File: config.mk
export PLATFORM = sky130hd
export DESIGN_NAME = serial_subtractor
export DESIGN_NICKNAME = d
export VERILOG_FILES = /design/src/rtl/serial_subtractor.sv
export SDC_FILE = /design/constraint.sdc
export NUM_CORES = 1
export LEC_CHECK = 0
export ABC_AREA = 1
export ABC_CLOCK_PERIOD_IN_PS = 3050
export BUFFER_PORTS_ARGS = -buffer_cell sky130_fd_sc_hd__buf_4
export CELL_PAD_IN_SITES_DETAIL_PLACEMENT = 0
export CELL_PAD_IN_SITES_GLOBAL_PLACEMENT = 1
export CORE_ASPECT_RATIO = 2
export CORE_UTILIZATION = 45
export DETAILED_ROUTE_END_ITERATION = 10
export PLACE_DENSITY_LB_ADDON = 0.1
export SYNTH_ARGS = -nofsm -noshare
export SYNTH_HDL_FRONTEND = slang
export SYNTH_SLANG_ARGS = --single-unit
File: constraint.sdc
create_clock -name clk -period 3.05 [get_ports clk]
set_clock_uncertainty 0.2 [all_clocks]
set_input_delay 0.61 -clock clk [delete_from_list [all_inputs] [get_ports clk]]
set_output_delay 0.61 -clock clk [all_outputs]
set_load 0.03 [all_outputs]
File: src/rtl/serial_subtractor.sv
// Bit-serial N-bit subtractor: DIFF = A - B, LSB first, one bit per clock through a
// single full-subtractor cell and a registered borrow, with a start/done handshake.
module serial_subtractor #(
    parameter int unsigned WIDTH = 8
) (
    input  logic             clk,
    input  logic             rst_n,
    input  logic             start,
    input  logic [WIDTH-1:0] a,
    input  logic [WIDTH-1:0] b,
    output logic             busy,
    output logic             done,
    output logic [WIDTH-1:0] diff,
    output logic             borrow_out,
    output logic             zero
);

    localparam int unsigned     CW   = $clog2(WIDTH + 1);
    localparam logic [CW-1:0]   LAST = CW'(WIDTH - 1);

    typedef enum logic [1:0] {
        IDLE  = 2'd0,
        SHIFT = 2'd1,
        DONE  = 2'd2
    } state_t;

    state_t           state;
    logic [WIDTH-1:0] a_sh;
    logic [WIDTH-1:0] b_sh;
    logic [WIDTH-1:0] d_sh;
    logic [WIDTH-1:0] d_next;
    logic [CW-1:0]    count;
    logic             bin;
    logic             d;
    logic             bout;

    // Full-subtractor cell on the current LSBs; d_next is the shadow register
    // after this bit lands at the MSB, which is the final result on the last edge.
    always_comb begin
        d               = a_sh[0] ^ b_sh[0] ^ bin;
        bout            = (~a_sh[0] & b_sh[0]) | (bin & ~(a_sh[0] ^ b_sh[0]));
        d_next          = d_sh >> 1;
        d_next[WIDTH-1] = d;
    end

    always_ff @(posedge clk or negedge rst_n) begin
        if (!rst_n) begin
            state      <= IDLE;
            a_sh       <= '0;
            b_sh       <= '0;
            d_sh       <= '0;
            count      <= '0;
            bin        <= 1'b0;
            busy       <= 1'b0;
            done       <= 1'b0;
            diff       <= '0;
            borrow_out <= 1'b0;
            zero       <= 1'b1;
        end else begin
            case (state)
                IDLE, DONE: begin
                    done <= 1'b0;
                    if (start) begin
                        a_sh  <= a;
                        b_sh  <= b;
                        d_sh  <= '0;
                        bin   <= 1'b0;
                        count <= '0;
                        busy  <= 1'b1;
                        state <= SHIFT;
                    end else begin
                        state <= IDLE;
                    end
                end
                SHIFT: begin
                    a_sh  <= a_sh >> 1;
                    b_sh  <= b_sh >> 1;
                    d_sh  <= d_next;
                    bin   <= bout;
                    count <= count + 1'b1;
                    if (count == LAST) begin
                        diff       <= d_next;
                        borrow_out <= bout;
                        zero       <= (d_next == '0);
                        done       <= 1'b1;
                        busy       <= 1'b0;
                        state      <= DONE;
                    end
                end
                default: begin
                    busy  <= 1'b0;
                    done  <= 1'b0;
                    state <= IDLE;
                end
            endcase
        end
    end

endmodule

== Word level (Yosys, flattened, before mapping) ==
Cells that the tools add are included.

* Add/sub/neg operators: 1
* Eq/ne operators: 5
* Multiplexer cells: 18
* Bitwise gates (word level): 7
* Reductions and logical operators: 7

{| class="wikitable"
|+ Operators by type and width
! kind !! count
|-
| 8-bit one-hot mux with 2 select lines || 3
|-
| 8-bit 2-to-1 mux || 3
|-
| 8-bit logical NOT || 1
|-
| 4-bit one-hot mux with 2 select lines || 1
|-
| 1-bit 2-to-1 mux || 6
|-
| 2-bit AND reduction || 3
|-
| 4-bit by 1-bit adder with 4-bit output (second input constant) || 1
|-
| 4-bit by 3-bit equality test with 1-bit output (second input constant) || 1
|-
| 4-bit 2-to-1 mux || 1
|-
| 2-bit inequality test (second input constant) || 2
|-
| 1-bit one-hot mux with 2 select lines || 2
|-
| 2-bit one-hot mux with 2 select lines || 1
|-
| 1-bit AND || 2
|-
| 2-bit by 1-bit equality test with 1-bit output (second input constant) || 1
|-
| 2-bit equality test (second input constant) || 1
|-
| 2-bit logical NOT || 1
|-
| 2-bit 2-to-1 mux || 1
|-
| 1-bit NOT || 2
|-
| 2-bit nonzero test || 1
|-
| 2-bit OR reduction || 1
|-
| 1-bit bitwise XOR || 2
|-
| 1-bit bitwise OR || 1
|}

* Register bits after elaboration: 43
* Input bits: 19
* Output and inout bits: 12
* Logic and storage cells: 49

== Depth between registers and ports, before layout ==
* Depth after elaboration: 5
* Gate-level depth with buffers: 8
* Depth with buffers taken out: 7

== Least setup slack after synthesis ==
OpenSTA, ideal clock, no wires.

* Path kind: register -> register
* Start: register state[1]
* End: register a_sh[1]
* Library setup time: 124 ps
* Arrival time: 1126 ps
* Required time: 2726 ps
* Slack: 1600 ps
* Cell stages (with the launch flop): 9
* Buffers on the path: 2
* Clock period less this slack: 1450 ps
* Cells stage by stage: dfrtp_1 > inv_1 > nand2_2 > buf_6 > nand2_8 > inv_8 > buf_8 > nand2_2 > nand3_1

* Word-level cells in the longest chain between the ends: 4
* Elaborated cells on any way between the ends: 8
* Those cells by class: eq/ne: 3; mux: 1; reduce/logical: 4

{| class="wikitable"
|+ Ends and longest elaborated chain
! what !! RTL line !! text
|-
| start, declared || 27 || <nowiki>state_t state;</nowiki>
|-
| start signal, assigned || 48 || <nowiki>state <= IDLE;</nowiki>
|-
| start signal, assigned || 70 || <nowiki>state <= SHIFT;</nowiki>
|-
| start signal, assigned || 72 || <nowiki>state <= IDLE;</nowiki>
|-
| 2-bit equality test or 2-bit logical NOT (tied branches) || 60 || <nowiki>case (state)</nowiki>
|-
| 2-bit OR reduction || 60 ||
|-
| 2-bit inequality test (no source line) or 2-bit nonzero test (tied branches) || n/a ||
|-
| 2-bit AND reduction (no source line) || n/a ||
|-
| end signal, assigned || 76 || <nowiki>a_sh <= a_sh >> 1;</nowiki>
|-
| end, declared || 28 || <nowiki>logic [WIDTH-1:0] a_sh;</nowiki>
|}

Several ways; a longest one is shown, not always the timed one.
A chain may end at the register's enable or synchronous reset.

== Worst setup path in the final report ==
* Start: register zero
* End: output zero

{| class="wikitable"
|+ RTL lines
! what !! RTL line !! text
|-
| start, declared || 15 || <nowiki>output logic zero</nowiki>
|-
| start signal, assigned || 84 || <nowiki>zero <= (d_next == '0);</nowiki>
|}

No word-level cell between the ends.

==> out/metrics.cfg <==
[synthesis]
synthesis.nets=211
top_post_synthesis_cells_by_area=sky130_fd_sc_hd__dfrtp_1 55%, sky130_fd_sc_hd__nand2_1 14%, sky130_fd_sc_hd__nand3_1 4.7%, sky130_fd_sc_hd__o21ai_2 4.4%, sky130_fd_sc_hd__nand2_2 3.5%
synth_cell_type_count=22
synth-warning-count=0
synth_largest_type_area_fraction=0.554
synth_area_um2=1810
synth_cells=190
synth.largest_area_cell=sky130_fd_sc_hd__dfrtp_1
synthesis.area_per_instance_um2=9.50
seq_area_frac_synth=0.569
ys_ff_latch=41

[pwr]
power_density_nw_per_um2=1090
post-layout-total-power_uw=2300
leakagePower_uw=0.00107
ir_drop_mv=0.519

[critical_path]
crit_path_max_incr_delay_ns=0.54
crit_type=reg2out
worstPathArrival_ns=0.98
cp.buffers_inverters=1
critical_path.max_fanout=2
setup.reg_to_reg.worst_slack_ns=1.36
endpoint_kind=output port
critical_path_required_ns=2.24
reg2reg_depth=6
rr_endpoint=diff[5]
crit_family=flip-flops
timing.critical_path.cells=buf_4
critical_path.reg2reg.startpoint=state[1]
timing.critical_path.slowest_stage_cell=sky130_fd_sc_hd__dfstp_2
worst-path-stages=1
worstSetupStartpointType=flop

[cts]
cts-root-buf=sky130_fd_sc_hd__clkbuf_8
cts_resized=0
clkLatencyLatePin_ns=0.28
clk_transition_reported_paths_ns=0.07
clock_tree_from_tritoncts=done
cts.repair_timing.setup_buffer_count=0
clock_h_tree_levels=2
numClockSinks=41
cts-root-to-sink-buffers=2
holdBufCountCts=0
cts_inserted_buffers=5

[detailed_routing]
drt_via_density=4.80
detail_route.first_pass.iterations=4
wl_per_cell_um=11.5
totalWireLength_mm=3.15
drc=0
final_antenna_net_count=0
initialDrtViolationCount=18
detailroute.via_count=1311

[layout]
final_design_area_no_fill_um2=2120
final_core_util=0.551
post_route_cells_drive_above_1_share=0.284
mostFrequentLayoutCell=sky130_fd_sc_hd__nand2_1
top_library_cells_by_usage_in_the_layout_fill_and_taps_aside=65 x sky130_fd_sc_hd__nand2_1, 40 x sky130_fd_sc_hd__dfrtp_1, 30 x sky130_fd_sc_hd__buf_4
layout.filler_cells=392
antenna_cells_inserted=0
fin_cells=273
layout_area_overhead_pct=17.3
final_net_count=242

[grt]
grt_pass1_vias=1250
grt_usage=0.168
globalRoute.totalOverflow=0
grt_antenna_before_repair=0
grt_max_degree=42
grt_first_pass_wirelength_mm=5.22

[sta]
drv_slew=0
worstMarginPinSlew_ns=0.509
report.final.hold_viol_count=0
final.setup.tns_ns=0
fin_crit_sh=0.588
relSlewSlack=0.661
grt_setup_unrepaired=no
minimum_period_implied_by_the_final_worst_setup_slack_ns=1.79
setup_viol=0
clock.fmax_ghz=0.558

[floorplanning]
dieWidth_um=46.8
floorplan.rows=32
pin_count=31
coreArea_um2=3840
die_area_um2=4290
chipHeight_um=91.6
floorplan.initialDensity=0.470

[worst_hold_path]
timing.hold.worst.class=in2async

[place]
post-dp-hpwl_mm=2.28
dpl-instance-area_um2=2030
place_inst=265
gp_routability_congestion=0.737
io_buffer_count=30

[status]
status=finished clean

[job]
timing.max_cap.violations=0

power breakdown:
group | total [uW] | internal [uW] | switching, uW
registers | 940 | 789 | 152
clock network | 334 | 159 | 176
logic | 1030 | 370 | 658
registers in the layout, indices dropped and copies added (netlist names), 2 cells and up:
name   count
state      2
d_sh       7
diff       8
count      4
a_sh       8
b_sh       8
through the flow:
step / hold WS [ns] / worst slack (ns)
global placement: 0.255 / 1.41
detailed placement: 0.261 / 1.35
floorplan: 0.114 / 1.60
finish: 0.0956 / 1.26
global route: 0.128 / 1.22
CTS: 0.104 / 1.24
cell families (layout without fill, tap and decap cells):
logic type / after synthesis / in the layout / synth area share
flops: 41 / 41 / 0.569
buf+inv: 22 / 54 / 0.0707
fa+ha+maj: 2 / 2 / 0.0180
compound gates: 20 / 20 / 0.0797
simple gates: 105 / 105 / 0.263
layout make-up:
class | instances | area (um^2) | share of cell area
clock buffers | 6 | 72.6 | 0.0343
clock inverters | 2 | 10.0 | 0.00473
well taps | 51 | 63.8 | 0.0301
multi-input cells | 127 | 651 | 0.307
repair buffers | 30 | 225 | 0.106
flip-flops and latches | 41 | 1030 | 0.485
inverters | 16 | 67.6 | 0.0319
how the worst max path moves through the flow:
stage,startpoint,to
3_5_place_dp,state[1],diff[5]
2_1_floorplan,state[1],a_sh[1]
4_1_cts,zero,zero
3_3_place_gp,state[1],borrow_out
5_1_grt,zero,zero
6_report,zero,zero
per-layer routing:
| layer | part of all wire | track usage | wire (um) | vias up |
|---|---|---|---|---|
| li1 | - | - | - | 666 |
| met1 | 0.40 | 0.188 | 1270 | 612 |
| met2 | 0.54 | 0.280 | 1700 | 25 |
| met3 | 0.038 | 0.0457 | 121 | 8 |
| met4 | 0.018 | 0.0714 | 58 | 0 |
| met5 | 0 | 0 | 0 | - |
cells in the mapped netlist (all sizes together):
cell type	number
nand2	77
dfrtp	40
nand3	17
inv	16
nor2	10
o21ai	10
o22ai	8
buf	6
a21oi	2
dfstp	1
fa	1
ha	1
nand4	1
Power figures use the tool's default switching activity.
